$ cat config.mk
export PLATFORM = sky130hd
export DESIGN_NAME = dbi_encode_16b
export DESIGN_NICKNAME = d
export VERILOG_FILES = /design/src/rtl/dbi_pkg.sv /design/src/rtl/popcount_16b.sv /design/src/rtl/dbi_encode_16b.sv
export SDC_FILE = /design/constraint.sdc
export NUM_CORES = 1
export LEC_CHECK = 0
export BUFFER_PORTS_ARGS = -buffer_cell sky130_fd_sc_hd__buf_2
export CAP_MARGIN = 5
export CORE_ASPECT_RATIO = 1.2
export CORE_MARGIN = 5
export CORE_UTILIZATION = 45
export DETAILED_ROUTE_END_ITERATION = 12
export PLACE_DENSITY = 0.67
export SYNTH_ARGS = -nofsm -noshare
export SYNTH_HDL_FRONTEND = slang
export SYNTH_SLANG_ARGS = --single-unit
$ cat constraint.sdc
create_clock -name clk -period 15.3 [get_ports clk]
set_input_delay 0.765 -clock clk [delete_from_list [all_inputs] [get_ports clk]]
set_output_delay 0.765 -clock clk [all_outputs]
set_load 0.02 [all_outputs]
$ cat src/rtl/dbi_pkg.sv
// Shared definitions for the 16-bit AC data-bus-inversion encoder and decoder.
package dbi_pkg;
  localparam int DBI_BW    = 16;
  localparam int DBI_CNT_W = $clog2(DBI_BW + 2);
  localparam int DBI_FLAG  = DBI_BW;

  typedef logic [DBI_BW:0]      dbi_word_t;
  typedef logic [DBI_CNT_W-1:0] dbi_cnt_t;
endpackage

$ cat src/rtl/popcount_16b.sv
// Combinational population count of a DBI_BW-bit vector.
module popcount_16b
  import dbi_pkg::*;
(
  input  logic [DBI_BW-1:0] vec_i,
  output dbi_cnt_t          cnt_o
);

  always_comb begin
    cnt_o = '0;
    for (int i = 0; i < DBI_BW; i++) begin
      cnt_o = cnt_o + dbi_cnt_t'(vec_i[i]);
    end
  end

endmodule

$ cat src/rtl/dbi_encode_16b.sv
// Two-stage AC-DBI transmit encoder; data_out is the bus state itself.
// Optional statistics outputs are enabled by defining DBI_STATS_EN.
module dbi_encode_16b
  import dbi_pkg::*;
#(
  parameter int bw = DBI_BW
) (
  input  logic          clk,
  input  logic          reset,
  input  logic          dbi_en,
  input  logic          in_valid,
  output logic          in_ready,
  input  logic [bw-1:0] data_in,
  output logic          out_valid,
  input  logic          out_ready,
  output logic [bw:0]   data_out
`ifdef DBI_STATS_EN
  ,
  output logic [31:0]   toggle_cnt,
  output logic [15:0]   inv_cnt
`endif
);

  // Handshake: a word moves across an interface on a cycle where valid and
  // ready are both high at the rising edge; valid never depends on ready.
  logic          a_valid_q, a_valid_d;
  logic [bw-1:0] a_data_q, a_data_d;
  logic          out_valid_q, out_valid_d;
  logic [bw:0]   data_out_q, data_out_d;

  logic     a_load, b_load;
  dbi_cnt_t pc, cost_keep, cost_inv;
  logic     invert;
  logic [bw:0] enc;

  assign b_load   = a_valid_q && (!out_valid_q || out_ready);
  assign in_ready = !a_valid_q || b_load;
  assign a_load   = in_valid && in_ready;

  popcount_16b u_pc_decide (
    .vec_i (a_data_q ^ data_out_q[bw-1:0]),
    .cnt_o (pc)
  );

  // Costs count line toggles against the word currently driven, flag included.
  always_comb begin
    cost_keep = pc + dbi_cnt_t'(data_out_q[bw] != 1'b0);
    cost_inv  = dbi_cnt_t'(bw) - pc + dbi_cnt_t'(data_out_q[bw] != 1'b1);
    invert    = dbi_en && (cost_inv < cost_keep);
    enc       = invert ? {1'b1, ~a_data_q} : {1'b0, a_data_q};
  end

  always_comb begin
    a_valid_d   = a_valid_q;
    a_data_d    = a_data_q;
    out_valid_d = out_valid_q;
    data_out_d  = data_out_q;
    if (a_load) begin
      a_valid_d = 1'b1;
      a_data_d  = data_in;
    end else if (b_load) begin
      a_valid_d = 1'b0;
    end
    // The bus only moves on a new word; idling must not disturb the reference.
    if (b_load) begin
      out_valid_d = 1'b1;
      data_out_d  = enc;
    end else if (out_ready) begin
      out_valid_d = 1'b0;
    end
  end

  always_ff @(posedge clk) begin
    if (reset) begin
      a_valid_q   <= 1'b0;
      out_valid_q <= 1'b0;
      data_out_q  <= '0;
    end else begin
      a_valid_q   <= a_valid_d;
      out_valid_q <= out_valid_d;
      data_out_q  <= data_out_d;
    end
  end

  always_ff @(posedge clk) begin
    a_data_q <= a_data_d;
  end

  assign out_valid = out_valid_q;
  assign data_out  = data_out_q;

`ifdef DBI_STATS_EN
  dbi_cnt_t    pc_tog, tog;
  logic [32:0] tog_sum;
  logic [31:0] toggle_cnt_q, toggle_cnt_d;
  logic [15:0] inv_cnt_q, inv_cnt_d;

  popcount_16b u_pc_stats (
    .vec_i (enc[bw-1:0] ^ data_out_q[bw-1:0]),
    .cnt_o (pc_tog)
  );

  always_comb begin
    tog          = pc_tog + dbi_cnt_t'(enc[bw] != data_out_q[bw]);
    tog_sum      = {1'b0, toggle_cnt_q} + 33'(tog);
    toggle_cnt_d = toggle_cnt_q;
    inv_cnt_d    = inv_cnt_q;
    if (b_load) begin
      toggle_cnt_d = tog_sum[32] ? '1 : tog_sum[31:0];
      if (enc[bw] && (inv_cnt_q != '1)) begin
        inv_cnt_d = inv_cnt_q + 16'd1;
      end
    end
  end

  always_ff @(posedge clk) begin
    if (reset) begin
      toggle_cnt_q <= '0;
      inv_cnt_q    <= '0;
    end else begin
      toggle_cnt_q <= toggle_cnt_d;
      inv_cnt_q    <= inv_cnt_d;
    end
  end

  assign toggle_cnt = toggle_cnt_q;
  assign inv_cnt    = inv_cnt_q;
`endif

endmodule

==> results of run 1 <==
-- kinds of logic after synthesis --
logic type | Yosys count
and+or+nand+nor | 46
DFF | 35
AOI/OAI and AO/OA | 27
adders and majority gates | 23
xor gates and xnor gates | 22
buffers and inverters | 20
muxes | 1
-- per-stage QoR --
step                      hold slack, ns  cells  cell area (µm²)  setup WS (ns)
after global placement             0.517    262             2240           9.01
final                              0.526    270             2320           8.94
after global routing               0.568    270             2320           8.42
after CTS                          0.535    270             2320           8.85
after detailed placement           0.518    262             2240           8.86
after floorplan                    0.523    174             2020           9.39
-- metal layers --
layer / share of wire, % / vias up / routed length, µm
met4: 2.6 / 0 / 93
met3: 3.9 / 6 / 142
met1: 43 / 623 / 1550
li1: - / 692 / -
met5: 0 / - / 0
met2: 51 / 23 / 1830
-- layout make-up --
| class | count | area [µm²] | share of cell area, % |
|---|---|---|---|
| Clock buffer | 6 | 72.6 | 3.12 |
| Clock inverter | 2 | 7.51 | 0.323 |
| Inverter | 13 | 48.8 | 2.10 |
| Multi-Input combinational cell | 119 | 1070 | 46.0 |
| Sequential cell | 35 | 861 | 37.0 |
| Tap cell | 56 | 70.1 | 3.02 |
| Timing Repair Buffer | 39 | 195 | 8.40 |
-- registers in the layout, summed over array words and instances (netlist names) --
name	count
data_out	17
a_data_q	16
a_valid_q	1
out_valid	1
-- path summary, 6_finish.rpt --
check,from,slack [ns],to
worst max-delay path,a_data_q[0]$_DFFE_PP_,8.94,data_out[2]$_SDFFE_PP0P_
worst min register to register,data_out[12]$_SDFFE_PP0P_,0.53,data_out[12]$_SDFFE_PP0P_
worst max register to register,a_data_q[0]$_DFFE_PP_,8.94,data_out[2]$_SDFFE_PP0P_
worst min-delay path,data_out[12]$_SDFFE_PP0P_,0.53,data_out[12]$_SDFFE_PP0P_
-- cells in the final DEF, fill, tap and decap left out, types with 2 or more instances in the layout --
master / netlist / layout
ha_1: 13 / 13
o21ai_0: 3 / 3
clkbuf_8: 0 / 5
buf_2: 2 / 39
nand2_1: 6 / 6
nor2_1: 22 / 22
clkinv_1: 0 / 2
a221o_2: 6 / 6
fa_1: 10 / 10
xnor2_1: 8 / 8
nor2b_4: 2 / 2
xor2_1: 14 / 14
a221o_1: 10 / 10
nor2b_1: 2 / 2
edfxtp_1: 16 / 16
nand3_1: 2 / 2
a21o_1: 2 / 2
dfxtp_1: 19 / 19
inv_1: 13 / 13
nor3_1: 3 / 3
==> out/metrics.cfg, run 1 <==
[min_path]
whs_path_depth=1
min_path_type=register to register

[route]
drt-initial-drc-count=57
drc=0
first_pass_iters=4
wl_per_cell_um=13.4
via_per_inst=4.98
vias=1344
postRouteAntennaNets=0
drt-total-wl_um=3620

[grt]
grt_start_max_net_pins=17
use_met1_pct=16.5
use_met2_pct=22.2
overflow=0
grt.met3_usage_pct=3.01
top_usage_layer=met2
grt_pass1_vias=1435
grt_pass1_wl_um=6400
track_usage_pct=13.6
antenna_found_initial=0

[floorplan]
die_h_um=83.5
die_w_um=71.2
floorplan.initialDensity_pct=47.1
io_pins=40
dieArea_um2=5940
core_um2=4290
rows=26

[placed_design]
dp_hpwl_um=2810
place_congestion=0.722
io_buffers=39

[final_layout]
final_nets=257
fill_cells=403
drive_gt1_share_pct=26.6
areaGrowthSynthToFinish_pct=14.8
diodes=0
final_util_pct=54.1

[synthesis]
syn_inst=174
synth-main-ff-cell=dfxtp_1
ys_async_sr_fraction_pct=0
synthDistinctLibCells=39
synth_nets=218
netlist_area_um2=2020
seq_area_frac_synth_pct=42.5
synthMuxAreaShare_pct=0.495
yosysMostFrequentCell=nor2_1
yosys.area_share.simple_pct=12.5
synth_edf_count=16
synthXorXnorAreaFrac_pct=9.52
synthAdderAreaFrac_pct=17.9
yosysWarningCount=0
yosys-top-cells-count=nor2_1 (22), dfxtp_1 (19), edfxtp_1 (16)
synth_top_family_by_area=adder cells
synth_compound_area_share_pct=12.4
synth_top_area_share_pct=23.7
ys_ff_latch=35
postSynthAreaPerCell_um2=11.6
synth_top_cells_by_area=edfxtp_1 (24%), dfxtp_1 (19%), fa_1 (9.9%)
yosysTopAreaCell=edfxtp_1

[worst_setup_path]
critPathBufInv=2
required_ns=15.53
worstPathArrival_ns=6.59
critPathTopFamily=adder cells
cpMostUsedCell=fa_1
path_cells=xor2_1, ha_1, fa_1, fa_1, fa_1, inv_1, fa_1, fa_1, fa_1, inv_1, ha_1, o211ai_1, o21ai_0, a221oi_1, ha_1, and2b_2, and3_4, nor3_4, a221o_1
worst-r2r-cell-count=19
path_class=register to register
cp.depth=19
slowest_stage=nor3_4
worstPathMaxFanout=16
worstSetupStartpointType=register
end_kind=register
slowest_delay_ns=0.56

[clock_tree]
clock-root-buffer=clkbuf_8
cts_hold_buf=0
cts_tree=done
htreeDepth=2
cts_max_path_buffers=2
insertion_delay_ns=0.29
numClockSinks=35
cts_resized=0
postCtsSetupBuffers=0
clkTransAtPathRegs_ns=0.06
cts_buffers=5

[timing]
worst_pin_slew_ns=1.19
setup_tns_ns=0
period_share_pct=41.6
slew_viol_final=0
max_freq_ghz=0.157
relSlewSlack_pct=20.3
hold_violations=0
grt_setup_unrepaired=no
fin_skew_ns=0.00164
period_minus_slack_ns=6.36
setup_violations=0

[job]
maxCapViolCount=0

[status]
outcome=finished clean

Power of run 1 is not shown: default switching activity piles up to over one toggle a cycle in this logic, so the estimate is an artifact.
==> inputs of run 2 (changes only) <==
Clock period 15.3 ns to 6.4 ns, I/O delays scaled along.
==> run 2 against run 1 <==
- final cell count increased by 1.5%
- non-clock buffer count grew 4
- sequential cell count did not move
- wire length increased by 2.9%
- largest cell class unchanged
- die area stayed put
- global-route usage fell by 0.44 points
==> out/metrics.cfg, run 2 (synthesis gave the netlist of run 1 again) <==
[status]
outcome=finished clean

[placed_design]
dp_hpwl_um=2890
place_congestion=0.777
io_buffers=39

[clock_tree]
clkTransAtPathRegs_ns=0.07
insertion_delay_ns=0.28
clock-root-buffer=clkbuf_8
htreeDepth=2
cts_buffers=5
cts_max_path_buffers=2
cts_tree=done
numClockSinks=35

[route]
postRouteAntennaNets=0
drt-initial-drc-count=56
wl_per_cell_um=13.6
drc=0
first_pass_iters=4
via_per_inst=5.03
drt-total-wl_um=3720
vias=1379

[final_layout]
largest_register_ffs=17
areaGrowthSynthToFinish_pct=17.3
drive_gt1_share_pct=28.9
diodes=0
final_common_cell=buf_2
final_nets=261
final_cell_mix=buf_2 (39), nor2_1 (22), dfxtp_1 (19)

[grt]
grt_pass1_vias=1391
grt_pass1_wl_um=6340
overflow=0
antenna_found_initial=0
grt_start_max_net_pins=17
track_usage_pct=13.2

[worst_setup_path]
worstPathArrival_ns=6.30
cpMostUsedCell=fa_1
end_kind=register
path_class=register to register
worstPathMaxFanout=16
slowest_delay_ns=0.54
required_ns=6.57
slowest_stage=fa_1
path_cells=xor2_1, ha_1, fa_1, fa_1, fa_1, inv_1, fa_1, fa_1, fa_1, ha_1, inv_1, o311a_1, o22ai_1, ha_1, o2111ai_2, and3_4, nor3_4, buf_12, a221o_2
worstSetupStartpointType=register

[timing]
period_share_pct=95.9
setup_violations=0
max_freq_ghz=0.163
worst_pin_slew_ns=1.19
setup_tns_ns=0
fin_skew_ns=0.00794
period_minus_slack_ns=6.14
relSlewSlack_pct=20.6
grt_setup_unrepaired=no
slew_viol_final=0
hold_violations=0

[floorplan]
floorplan.initialDensity_pct=47.1
die_w_um=71.2
core_um2=4290
rows=26
die_h_um=83.5
dieArea_um2=5940
io_pins=40

[job]
maxCapViolCount=0

[min_path]
min_path_type=input pin to register

==> run 2: stage by stage <==
| step | instances | setup WS [ns] | util (%) | hold slack (ns) | area, µm² |
|---|---|---|---|---|---|
| 6_report | 274 | 0.263 | 55.3 | 0.211 | 2370 |
| 5_1_grt | 274 | 0.00190 | 55.3 | 0.197 | 2370 |
| 3_3_place_gp | 264 | 0.169 | 52.6 | 0.496 | 2260 |
| 3_5_place_dp | 264 | 0.0118 | 52.6 | 0.498 | 2260 |
| 4_1_cts | 272 | 0.0181 | 54.5 | 0.198 | 2340 |
| 2_1_floorplan | 174 | 0.492 | - | 0.392 | 2020 |
==> run 2: what timing repair did <==
| action | CTS | global route |
|---|---|---|
| resized for setup | 0 | 1 |
| pin swaps | 1 | 1 |
| hold buffers | 0 | 0 |
| endpoints found under the setup margin | 14 | 16 |
| buffers inserted | 0 | 2 |
==> run 2: layout make-up <==
class,instances,area (µm²)
fillers,400,1920
multi-input cells,119,1070
flip-flops and latches,35,861
repair buffers,43,238
clock buffers,7,76.3
well taps,56,70.1
inverters,13,48.8
clock inverters,1,5.00
==> run 2: critical path, delay by kind of cell (launching register included) <==
| family | cells | cell delay [ns] |
|---|---|---|
| buffers and inverters | 3 | 0.29 |
| AOI/OAI and AO/OA | 4 | 0.96 |
| adders and majority gates | 9 | 3.90 |
| and+or+nand+nor | 2 | 0.28 |
| DFF | 1 | 0.42 |
| xor gates and xnor gates | 1 | 0.17 |
==> run 2: path summary, 6_finish.rpt <==
check / end / slack [ns] / cells past startpoint / start
worst min-delay path: a_data_q[14]$_DFFE_PP_ / 0.21 / 1 / data_in[14]
worst max-delay path: data_out[4]$_SDFFE_PP0P_ / 0.26 / 19 / a_data_q[1]$_DFFE_PP_
worst max register to register: data_out[4]$_SDFFE_PP0P_ / 0.26 / 19 / a_data_q[1]$_DFFE_PP_
worst min register to register: data_out[2]$_SDFFE_PP0P_ / 0.53 / 1 / data_out[2]$_SDFFE_PP0P_
==> run 2: metal layers <==
layer,up-vias,wire length (µm),GRT usage [%]
li1,696,-,-
met1,656,1600,16.3
met2,25,1940,22.1
met3,2,157,3.25
met4,0,23,4.62
met5,-,0,0
Power of run 2 is left out for the same reason.
==> inputs of run 3 (changes only) <==
Settings changed: PLACE_DENSITY 0.67 to 0.7.
Clock period 6.4 ns to 5.49 ns, I/O delays scaled along.
==> run 3 against run 2 <==
- final cell count rose by 4.4%
- core utilization increased by 3.4 points
- die area did not move
- clock-buffer cell count is the same
- the flow now finishes with violations (setup timing)
- critical endpoint is now data_out[8]$_SDFFE_PP0P_
- critical path depth up 1
- global-route usage increased by 1.1 points
- design area up 6.1%
- wire length rose by 6.6%
- non-clock buffer count rose by 12
- clock skew down 0.0021 ns
- largest cell class unchanged
- via count is 5.2% higher
- worst hold slack worse by 0.053 ns
==> out/metrics.cfg, run 3 (synthesis gave the netlist of run 1 again) <==
[final_layout]
diodes=0
final_common_cell=buf_2
areaGrowthSynthToFinish_pct=24.5
stdcell_area_um2=2520
final_cell_mix=buf_2 (39), nor2_1 (22), dfxtp_1 (17)
largest_register_ffs=17
final_nets=273
fill_cells=391
drive_gt1_share_pct=36.5

[floorplan]
rows=26
io_pins=40
core_um2=4290
dieArea_um2=5940
die_h_um=83.5
floorplan.initialDensity_pct=47.1
die_w_um=71.2

[status]
violations=setup timing
outcome=finished with violations

[route]
drc=0
drt-total-wl_um=3970
vias=1451
via_per_inst=5.07
wl_per_cell_um=13.9
drt-initial-drc-count=24
postRouteAntennaNets=0
first_pass_iters=4

[clock_tree]
cts_tree=done
htreeDepth=2
numClockSinks=35
cts_hold_buf=0
clkTransAtPathRegs_ns=0.07
cts_max_path_buffers=2
cts_buffers=5
clock-root-buffer=clkbuf_8
insertion_delay_ns=0.29

[timing]
worst_slack_ns=-0.200
setup_violations=16
slew_viol_final=0
hold_violations=0
grt_setup_unrepaired=yes
max_freq_ghz=0.176
fin_skew_ns=0.00586
period_share_pct=104
relSlewSlack_pct=19.9
worst_pin_slew_ns=1.20
period_minus_slack_ns=5.69

[worst_setup_path]
worstSetupStartpointType=register
worstPathMaxFanout=16
required_ns=5.67
end_kind=register
worstPathArrival_ns=5.87
path_class=register to register

[grt]
track_usage_pct=14.3
overflow=0
antenna_found_initial=0
grt_pass1_vias=1530
grt_start_max_net_pins=17
grt_pass1_wl_um=6710

[placed_design]
dp_hpwl_um=3080
place_congestion=0.720
placed_area_um2=2400
io_buffers=39

[min_path]
min_path_type=input pin to register

[job]
maxCapViolCount=0

run 3: critical path: stages (launching register included):
cell and delay (ns):
edfxtp_1 0.41, xor2_1 0.16, ha_1 0.30, fa_1 0.50, fa_1 0.43, fa_1 0.49, inv_1 0.05, fa_1 0.45
fa_2 0.36, fa_1 0.53, inv_2 0.07, ha_4 0.17, o211ai_1 0.16, o21ai_1 0.11, a221oi_2 0.21, ha_1 0.29
o2111ai_2 0.08, and3_4 0.23, nor3_4 0.04, buf_12 0.14, a221o_2 0.38
run 3: path summary, 6_finish.rpt:
kind	startpoint	endpoint	slack [ns]	cells after the start
max	a_data_q[1]$_DFFE_PP_	data_out[8]$_SDFFE_PP0P_	-0.20	20
min	data_in[5]	a_data_q[5]$_DFFE_PP_	0.16	1
max reg2reg	a_data_q[1]$_DFFE_PP_	data_out[8]$_SDFFE_PP0P_	-0.20	20
min reg2reg	data_out[12]$_SDFFE_PP0P_	data_out[12]$_SDFFE_PP0P_	0.53	1
run 3: layout make-up:
cell class / instances / area [µm²] / share of cell area [%]
Clock buffer: 7 / 86.3 / 3.43
Inverter: 13 / 48.8 / 1.94
Tap cell: 56 / 70.1 / 2.78
Multi-Input combinational cell: 119 / 1100 / 43.9
Clock inverter: 1 / 5.00 / 0.199
Timing Repair Buffer: 55 / 340 / 13.5
Sequential cell: 35 / 863 / 34.3
run 3: per-stage QoR:
step / instances / hold slack [ns] / utilization [%] / TNS, ns / setup slack (ns)
final: 286 / 0.158 / 58.7 / -2.42 / -0.200
after global routing: 286 / 0.138 / 58.7 / -6.46 / -0.445
after CTS: 286 / 0.140 / 58.5 / -2.86 / -0.226
after detailed placement: 277 / 0.453 / 55.8 / -8.18 / -0.520
after global placement: 277 / 0.452 / 55.8 / -6.37 / -0.414
after floorplan: 174 / 0.347 / - / -0.128 / -0.0147
run 3: per-layer routing:
metal	wire length (µm)	GRT usage [%]	part of all wire, %
met5	0	0	0
met4	91	6.67	2.3
met3	196	3.61	4.9
met2	2040	24.5	51
met1	1640	16.4	41
run 3: repair_timing:
action / in CTS / in global routing
endpoints found under the setup margin: 16 / 17
buffers inserted: 1 / 10
gates resized for setup: 1 / 1
cloned: 0 / 0
pin swaps: 6 / 2
Power of run 3 is left out for the same reason.
